--- src/rtl/invert_arbiter_pkg.sv ---
// Shared types and the round-robin search used by the invert_arbiter block.
package invert_arbiter_pkg;

  localparam int unsigned MAX_N   = 16;
  localparam int unsigned MAX_IDW = 4;

  typedef enum logic {
    SLOT_EMPTY = 1'b0,
    SLOT_FULL  = 1'b1
  } slot_state_e;

  typedef struct packed {
    logic               found;
    logic [MAX_IDW-1:0] idx;
  } rr_pick_t;

  // First set bit of valid[n-1:0], searching from ptr upward and wrapping at n.
  // Sized for the largest legal N; callers zero-extend their vectors.
  function automatic rr_pick_t rr_pick(input logic [MAX_N-1:0]   valid,
                                       input logic [MAX_IDW-1:0] ptr,
                                       input int unsigned        n);
    rr_pick_t         res;
    logic [MAX_IDW:0] cand;
    res = '0;
    for (int k = 0; k < MAX_N; k++) begin
      if ((k < int'(n)) && !res.found) begin
        cand = {1'b0, ptr} + (MAX_IDW+1)'(k);
        if (cand >= (MAX_IDW+1)'(n)) cand = cand - (MAX_IDW+1)'(n);
        if (valid[cand[MAX_IDW-1:0]]) begin
          res.found = 1'b1;
          res.idx   = cand[MAX_IDW-1:0];
        end
      end
    end
    return res;
  endfunction

endpackage

--- src/rtl/invert_arbiter_rr_grant.sv ---
// Combinational round-robin picker: lowest-distance valid requester from ptr.
module rr_grant
  import invert_arbiter_pkg::*;
#(
  parameter int N   = 4,
  parameter int IDW = $clog2(N)
) (
  input  logic [N-1:0]   valid,
  input  logic [IDW-1:0] ptr,
  output logic           gnt_valid,
  output logic [IDW-1:0] gnt_idx
);

  rr_pick_t pick;

  // Widen to the package search width, pick, then narrow back to IDW.
  always_comb begin
    pick      = rr_pick(MAX_N'(valid), MAX_IDW'(ptr), N);
    gnt_valid = pick.found;
    gnt_idx   = pick.idx[IDW-1:0];
  end

endmodule

--- src/rtl/invert_arbiter.sv ---
// Round-robin arbiter in front of a shared W-bit inverter with one output slot.
module invert_arbiter
  import invert_arbiter_pkg::*;
#(
  parameter  int N   = 4,
  parameter  int W   = 8,
  localparam int IDW = $clog2(N)
) (
  input  logic           clk,
  input  logic           rst,
  input  logic [N-1:0]   in_valid,
  input  logic [N*W-1:0] in_data,
  output logic [N-1:0]   in_ready,
  output logic           out_valid,
  output logic [W-1:0]   out_data,
  output logic [IDW-1:0] out_id,
  input  logic           out_ready
);

  slot_state_e    state_q;
  logic [IDW-1:0] ptr_q;
  logic [IDW-1:0] ptr_d;
  logic [W-1:0]   data_q;
  logic [IDW-1:0] id_q;

  logic           gnt_valid;
  logic [IDW-1:0] gnt_idx;
  logic           can_accept;
  logic           xfer;
  logic [W-1:0]   sel_word;

  rr_grant #(.N(N), .IDW(IDW)) u_rr_grant (
    .valid     (in_valid),
    .ptr       (ptr_q),
    .gnt_valid (gnt_valid),
    .gnt_idx   (gnt_idx)
  );

  // Ready fan-out to the granted requester; suppressed while in reset so no
  // handshake completes on a reset edge.
  always_comb begin
    can_accept = (state_q == SLOT_EMPTY) || out_ready;
    in_ready   = '0;
    if (!rst && can_accept && gnt_valid) in_ready[gnt_idx] = 1'b1;
    xfer       = |in_ready;
    sel_word   = in_data[gnt_idx*W +: W];
    ptr_d      = (gnt_idx == IDW'(N-1)) ? '0 : gnt_idx + 1'b1;
  end

  // Slot FSM, pointer and registered result; a drain and a fill in the same
  // cycle keep the slot FULL with the new word.
  always_ff @(posedge clk) begin
    if (rst) begin
      state_q <= SLOT_EMPTY;
      data_q  <= '0;
      id_q    <= '0;
      ptr_q   <= '0;
    end else if (xfer) begin
      state_q <= SLOT_FULL;
      data_q  <= ~sel_word;
      id_q    <= gnt_idx;
      ptr_q   <= ptr_d;
    end else if (out_ready) begin
      state_q <= SLOT_EMPTY;
    end
  end

  assign out_valid = (state_q == SLOT_FULL);
  assign out_data  = data_q;
  assign out_id    = id_q;

endmodule
--- config.mk ---
export PLATFORM = sky130hd
export DESIGN_NAME = invert_arbiter
export DESIGN_NICKNAME = d
export VERILOG_FILES = /design/src/rtl/invert_arbiter_pkg.sv /design/src/rtl/invert_arbiter_rr_grant.sv /design/src/rtl/invert_arbiter.sv
export SDC_FILE = /design/constraint.sdc
export NUM_CORES = 1
export LEC_CHECK = 0
export BUFFER_PORTS_ARGS = -buffer_cell sky130_fd_sc_hd__buf_2
export CAP_MARGIN = 20
export CORE_MARGIN = 5
export CORE_UTILIZATION = 45
export DETAILED_ROUTE_END_ITERATION = 8
export PLACE_DENSITY = 0.87
export SKIP_CTS_REPAIR_TIMING = 1
export SLEW_MARGIN = 30
export SYNTH_ARGS = -nofsm -noshare
export SYNTH_HDL_FRONTEND = slang
export SYNTH_SLANG_ARGS = --single-unit
--- constraint.sdc ---
create_clock -name clk -period 3.55 [get_ports clk]
set_input_delay 0.5325 -clock clk [delete_from_list [all_inputs] [get_ports clk]]
set_output_delay 0.5325 -clock clk [all_outputs]
set_load 0.005 [all_outputs]
=== Word level (Yosys, flattened, before mapping) ===
Index checks and enable logic that the tools add are counted.

* Bits in registers: 13
* Input bits: 39
* Output and inout port bits: 15

* Add/sub/neg operators: 8
* Magnitude comparators: 10
* Equality and inequality tests: 1
* Shift-type cells: 1
* Mux-type cells: 28
* Bitwise gates (word level): 2
* Reductions and logical operators: 7

{| class="wikitable"
|+ Operator list
! kind !! count
|-
| 5-bit two-way mux || 7
|-
| 4-bit two-way mux || 8
|-
| 32-bit by 6-bit indexed part select with 8-bit output || 1
|-
| 4-bit by 5-bit less-than comparator with 1-bit output (second input constant) || 4
|-
| 1-bit binary-select mux with 4-bit select || 4
|-
| 5-bit by 3-bit greater-or-equal comparator with 1-bit output (second input constant) || 3
|-
| 4-bit by 3-bit subtractor with 4-bit output (second input constant) || 3
|-
| 8-bit inverter || 1
|-
| 1-bit two-way mux || 7
|-
| 2-bit by 2-bit adder with 3-bit output (second input constant) || 2
|-
| 4-bit OR reduction || 1
|-
| 2-bit by 3-bit subtractor with 4-bit output (second input constant) || 1
|-
| 2-bit by 1-bit adder with 3-bit output (second input constant) || 1
|-
| 2-bit by 3-bit greater-or-equal comparator with 1-bit output (second input constant) || 1
|-
| 1-bit logical AND || 3
|-
| 2-bit by 3-bit less-than comparator with 1-bit output (second input constant) || 1
|-
| 2-bit by 1-bit adder with 2-bit output (second input constant) || 1
|-
| 1-bit demux with 2-bit select || 1
|-
| 2-bit equality test (second input constant) || 1
|-
| 2-bit by 1-bit greater-or-equal comparator with 1-bit output (second input constant) || 1
|-
| 2-bit two-way mux || 1
|-
| 2-bit nonzero test || 1
|-
| 1-bit zero test || 1
|-
| 1-bit logical OR || 1
|-
| 1-bit inverter || 1
|}

=== Depth between registers and ports, before layout ===
* Word-level depth: 27
* Mapped depth: 16
* Gate-level depth less buffers: 12

=== Hierarchy ===
A second synthesis with hierarchy kept.

* Cells, all modules: 107
* Area total of the unflattened synthesis: 1159.9 um^2

{| class="wikitable"
|+ By module, submodules not included
! module !! times used !! cells an instance !! area each (um^2) !! seq. area each (um^2)
|-
| invert_arbiter || 1 || 77 || 862.1 || 260.2
|-
| rr_grant || 1 || 30 || 297.8 || 0.0
|}

=== Worst setup path before layout ===
Ideal clock, no wire load.

* Path kind: register -> register
* Start: register ptr_q[0]
* End: register ptr_q[1]
* Arrival: 3043 ps
* Required time: 3429 ps
* Path slack: 386 ps
* Stages on the path, launching flop included: 16
* Path through: dfxtp_1 > buf_6 > inv_1 > ha_1 > a21bo_2 > a2bb2oi_1 > o211a_4 > o22ai_1 > inv_1 > ha_1 > clkbuf_8 > inv_1 > o221ai_4 > o21ai_2 > buf_6 > mux2_4

* Longest elaborated chain between the ends: 18
* Elaborated cells on any way between the ends: 44

{| class="wikitable"
|+ Ends and longest elaborated chain
! item !! RTL line !! source
|-
| start: declaration || invert_arbiter.sv:21 || <nowiki>logic [IDW-1:0] ptr_q;</nowiki>
|-
| start signal: assignment || invert_arbiter.sv:62 || <nowiki>ptr_q <= ptr_d;</nowiki>
|-
| 2-bit by 1-bit adder with 3-bit output || invert_arbiter_pkg.sv:27 || <nowiki>cand = {1'b0, ptr} + (MAX_IDW+1)'(k);</nowiki>
|-
| 4-bit by 3-bit subtractor with 4-bit output / 5-bit by 3-bit greater-or-equal comparator with 1-bit output (equally long branches) || invert_arbiter_pkg.sv:28 || <nowiki>if (cand >= (MAX_IDW+1)'(n)) cand = cand - (MAX_IDW+1)'(n);</nowiki>
|-
| 4-bit two-way mux || invert_arbiter_pkg.sv:28 ||
|-
| 4-bit two-way mux || invert_arbiter_pkg.sv:26 || <nowiki>if ((k < int'(n)) && !res.found) begin</nowiki>
|-
| 1-bit binary-select mux with 4-bit select || invert_arbiter_pkg.sv:29 || <nowiki>if (valid[cand[MAX_IDW-1:0]]) begin</nowiki>
|-
| 1-bit two-way mux (implied by the code) || invert_arbiter_pkg.sv:29 ||
|-
| 5-bit two-way mux || invert_arbiter_pkg.sv:29 ||
|-
| 5-bit two-way mux || invert_arbiter_pkg.sv:26 ||
|-
| (+2 left out) || n/a ||
|-
| 5-bit two-way mux || invert_arbiter_pkg.sv:29 ||
|-
| 5-bit two-way mux * || invert_arbiter_pkg.sv:26 ||
|-
| 2-bit by 3-bit less-than comparator with 1-bit output (implied by the code) / 2-bit by 1-bit greater-or-equal comparator with 1-bit output (equally long branches) || invert_arbiter.sv:44 || <nowiki>if (!rst && can_accept && gnt_valid) in_ready[gnt_idx] = 1'b1;</nowiki>
|-
| 1-bit logical AND (implied by the code) || invert_arbiter.sv:44 ||
|-
| 1-bit two-way mux (implied by the code) || invert_arbiter.sv:44 ||
|-
| 1-bit demux with 2-bit select || invert_arbiter.sv:44 ||
|-
| 4-bit two-way mux || invert_arbiter.sv:44 ||
|-
| 4-bit OR reduction || invert_arbiter.sv:45 || <nowiki>xfer = |in_ready;</nowiki>
|}

Mark *: on every way between the ends. The rest lies on a longest branch, timed or not. The select of a mux whose other input is x is not followed.
A chain may end at the register's enable or synchronous reset.

=== Worst setup path after layout ===
* Start: register ptr_q[0]
* End: output in_ready[2]

* Longest elaborated chain between the ends: 17
* Elaborated cells on any way between the ends: 40

{| class="wikitable"
|+ Ends and longest elaborated chain
! item !! RTL line !! source
|-
| 2-bit by 1-bit adder with 3-bit output || invert_arbiter_pkg.sv:27 ||
|-
| 4-bit by 3-bit subtractor with 4-bit output / 5-bit by 3-bit greater-or-equal comparator with 1-bit output (equally long branches) || invert_arbiter_pkg.sv:28 ||
|-
| 4-bit two-way mux || invert_arbiter_pkg.sv:28 ||
|-
| 4-bit two-way mux || invert_arbiter_pkg.sv:26 ||
|-
| 1-bit binary-select mux with 4-bit select || invert_arbiter_pkg.sv:29 ||
|-
| 1-bit two-way mux (implied by the code) || invert_arbiter_pkg.sv:29 ||
|-
| 5-bit two-way mux || invert_arbiter_pkg.sv:29 ||
|-
| 5-bit two-way mux || invert_arbiter_pkg.sv:26 ||
|-
| 5-bit two-way mux || invert_arbiter_pkg.sv:29 ||
|-
| 5-bit two-way mux || invert_arbiter_pkg.sv:26 ||
|-
| 5-bit two-way mux || invert_arbiter_pkg.sv:29 ||
|-
| 5-bit two-way mux * || invert_arbiter_pkg.sv:26 ||
|-
| 2-bit by 3-bit less-than comparator with 1-bit output (implied by the code) / 2-bit by 1-bit greater-or-equal comparator with 1-bit output (equally long branches) || invert_arbiter.sv:44 ||
|-
| 1-bit logical AND (implied by the code) || invert_arbiter.sv:44 ||
|-
| 1-bit two-way mux (implied by the code) || invert_arbiter.sv:44 ||
|-
| 1-bit demux with 2-bit select || invert_arbiter.sv:44 ||
|-
| 4-bit two-way mux * || invert_arbiter.sv:44 ||
|-
| end: declaration || invert_arbiter.sv:13 || <nowiki>output logic [N-1:0] in_ready,</nowiki>
|}

Marks and branches as above.

==> metrics.csv <==
metric,value,unit
Power Dens Cells,813,nW/um2
die area,3820,um2
number of DRC markers in iteration 0,66,
post-synthesis sequential area ratio,0.215,
overall routing resource usage,0.196,
CTS root buffer,clkbuf_4,
hpwl dp,2690,um
Fin. Hold Viols,0,
Area Overhead vs Synth,24.0,%
RD Place Congestion,0.881,
final WL,3500,um
Via density,5.82,
Final Max Tran Viols,0,
WHS Path Cells,2,
clock buffer depth,2,
Final nets,230,
Internal Power,659,uW
Syn. warnings,0,
relative slew slack,0.518,
#FFs+latches synth,13,
clock latency on the worst-skew pair,290,ps
CP endpoint,in_ready[2],
Syn Area/Cell,9.09,um2
# IOs,54,
Worst-Margin Slew,715,ps
TritonCTS clock tree,built,
clock slew at reported path FFs,80,ps
ys flop type,dfxtp_1,
power share of the sequential group,0.215,
NetSw,560,uW
Final period util,0.952,
number of global-route vias before repair,1249,
largest net degree at the start of global routing,20,
most frequent cells in the layout,"buf_2, nand2_1, dfxtp_1",
Switching Share,0.459,
hold crit path type,reg -> reg,
TritonCTS buffer count,3,
Worst VDD drop,438,uV
Vias,1252,
drt pass-1 iters,5,
WL/cell,16.3,um
Port Buffers,53,
"EDFF count, synth",0,
Overflow after GRT,0,
critical path arrival,2850,ps
FF-to-FF End,out_data[6],
final setup margin,171,ps
synth top area cells,"dfxtp_1, mux2_2, mux2_4",
first-pass GRT wire length,5510,um
Sink Count,13,
asr flop ratio synth,0,
max-cap violation count,0,
Routed Antenna Nets,0,
diode count,0,
Pleak,0.000680,uW
crit path launch type,register,
Synth area leader,dfxtp_1,
die width,61.8,um
antenna violations before repair,0,
CP Max Fanout,10,
crit path from,ptr_q[0],
Clk pwr share,0.081,
reg-to-reg startpoint,ptr_q[0],
share of the synthesized area in the top cell type,0.215,
dpl ws,198,ps
Die H,61.8,um
status,completed,
Site Rows,18,
number of setup violations in the final report,0,
path depth of the worst reg2reg path,13,
core footprint,2520,um2
H-tree Lvls,1,
fraction of layout instances using a drive strength above 1,0.486,
synthesized area,1210,um2
Peak Freq,296,MHz
Mapped Cells,133,
"commonest non-fill, non-tap cell in the layout",buf_2,
# DRC,0,
synth unique cells,49,
syn_nets,177,
critical path capture point type,primary output,
Crit Path Category,reg -> out,
Worst Clk Skew,2.79,ps
minimum clock period,3380,ps
Worst R2R Setup Slack,400,ps
setup TNS,0,ps
Logic pwr share,0.704,
initial core utilization,0.479,
RSZ-0062 raised after global routing,no,
Total Power,1220,uW
CP required,3020,ps
-- layer usage --
metal	track usage	wire [um]
met5	0	0
met4	0.0879	71
met3	0.0682	373
met2	0.323	1640
met1	0.229	1420
-- how the worst min path moves through the flow --
stage           startpoint     endpoint  slack (ps)
6_report       out_data[0]  out_data[0]         470
3_3_place_gp   out_data[2]  out_data[2]         460
2_1_floorplan  out_data[2]  out_data[2]         460
3_5_place_dp   out_data[0]  out_data[0]         460
5_1_grt        out_data[0]  out_data[0]         500
4_1_cts        out_data[0]  out_data[0]         470
-- critical path, stage by stage, from the launching register on --
cell and delay, ps:
dfxtp_2 460, inv_1 130, ha_2 400, a21bo_2 240, a2bb2oi_2 180, o211a_4 290
o22ai_2 160, inv_1 110, ha_1 280, and2_1 180, buf_2 120
-- cell type report --
type | count | area, um2
multi-input cells | 105 | 858
clock buffers | 4 | 26.3
well taps | 30 | 37.5
repair buffers | 56 | 288
inverters | 7 | 26.3
fillers | 220 | 1020
flip-flops and latches | 13 | 263
-- logic make-up (layout without fill, tap and decap cells) --
group / after synthesis / after routing / share of synthesized area
AO/OA/AOI/OAI: 41 / 41 / 0.297
flip-flops: 13 / 13 / 0.215
AND/OR/NAND/NOR: 44 / 44 / 0.196
multiplexers: 15 / 15 / 0.153
buffers and inverters: 15 / 67 / 0.0870
adder cells (fa/ha/maj): 5 / 5 / 0.0518
-- cells in the mapped netlist, types with 2 or more instances --
master	number
nand2_1	16
dfxtp_1	13
o21ai_0	9
mux2_2	8
nand3_1	8
a222oi_1	7
inv_1	6
ha_1	5
mux2_4	5
a21oi_1	4
nor3_1	4
and2_1	3
buf_6	3
nor2_1	3
a211oi_1	2
buf_2	2
clkbuf_8	2
mux2i_1	2
-- stage by stage --
stage | utilization | cells | hold WS (ps) | area, um2
after global routing | 0.594 | 215 | 496 | 1500
final | 0.594 | 215 | 473 | 1500
after floorplan | - | 133 | 459 | 1210
after CTS | 0.587 | 215 | 474 | 1480
after global placement | 0.577 | 211 | 458 | 1460
after detailed placement | 0.577 | 211 | 463 | 1460
-- sequential cells by signal (all words and copies together) (netlist names) --
register   cells
out_valid      1
out_data       8
out_id         2
ptr_q          2
-- power by group through the flow --
| stage | registers [uW] | logic (uW) | clock network (uW) |
|---|---|---|---|
| after global routing | 273 | 939 | 107 |
| after detailed placement | 263 | 828 | 0 |
| final | 262 | 858 | 98.8 |
| after floorplan | 259 | 665 | 0 |
| after CTS | 260 | 832 | 97.2 |
| after global placement | 262 | 806 | 0 |
(Power assumes the default switching activity.)
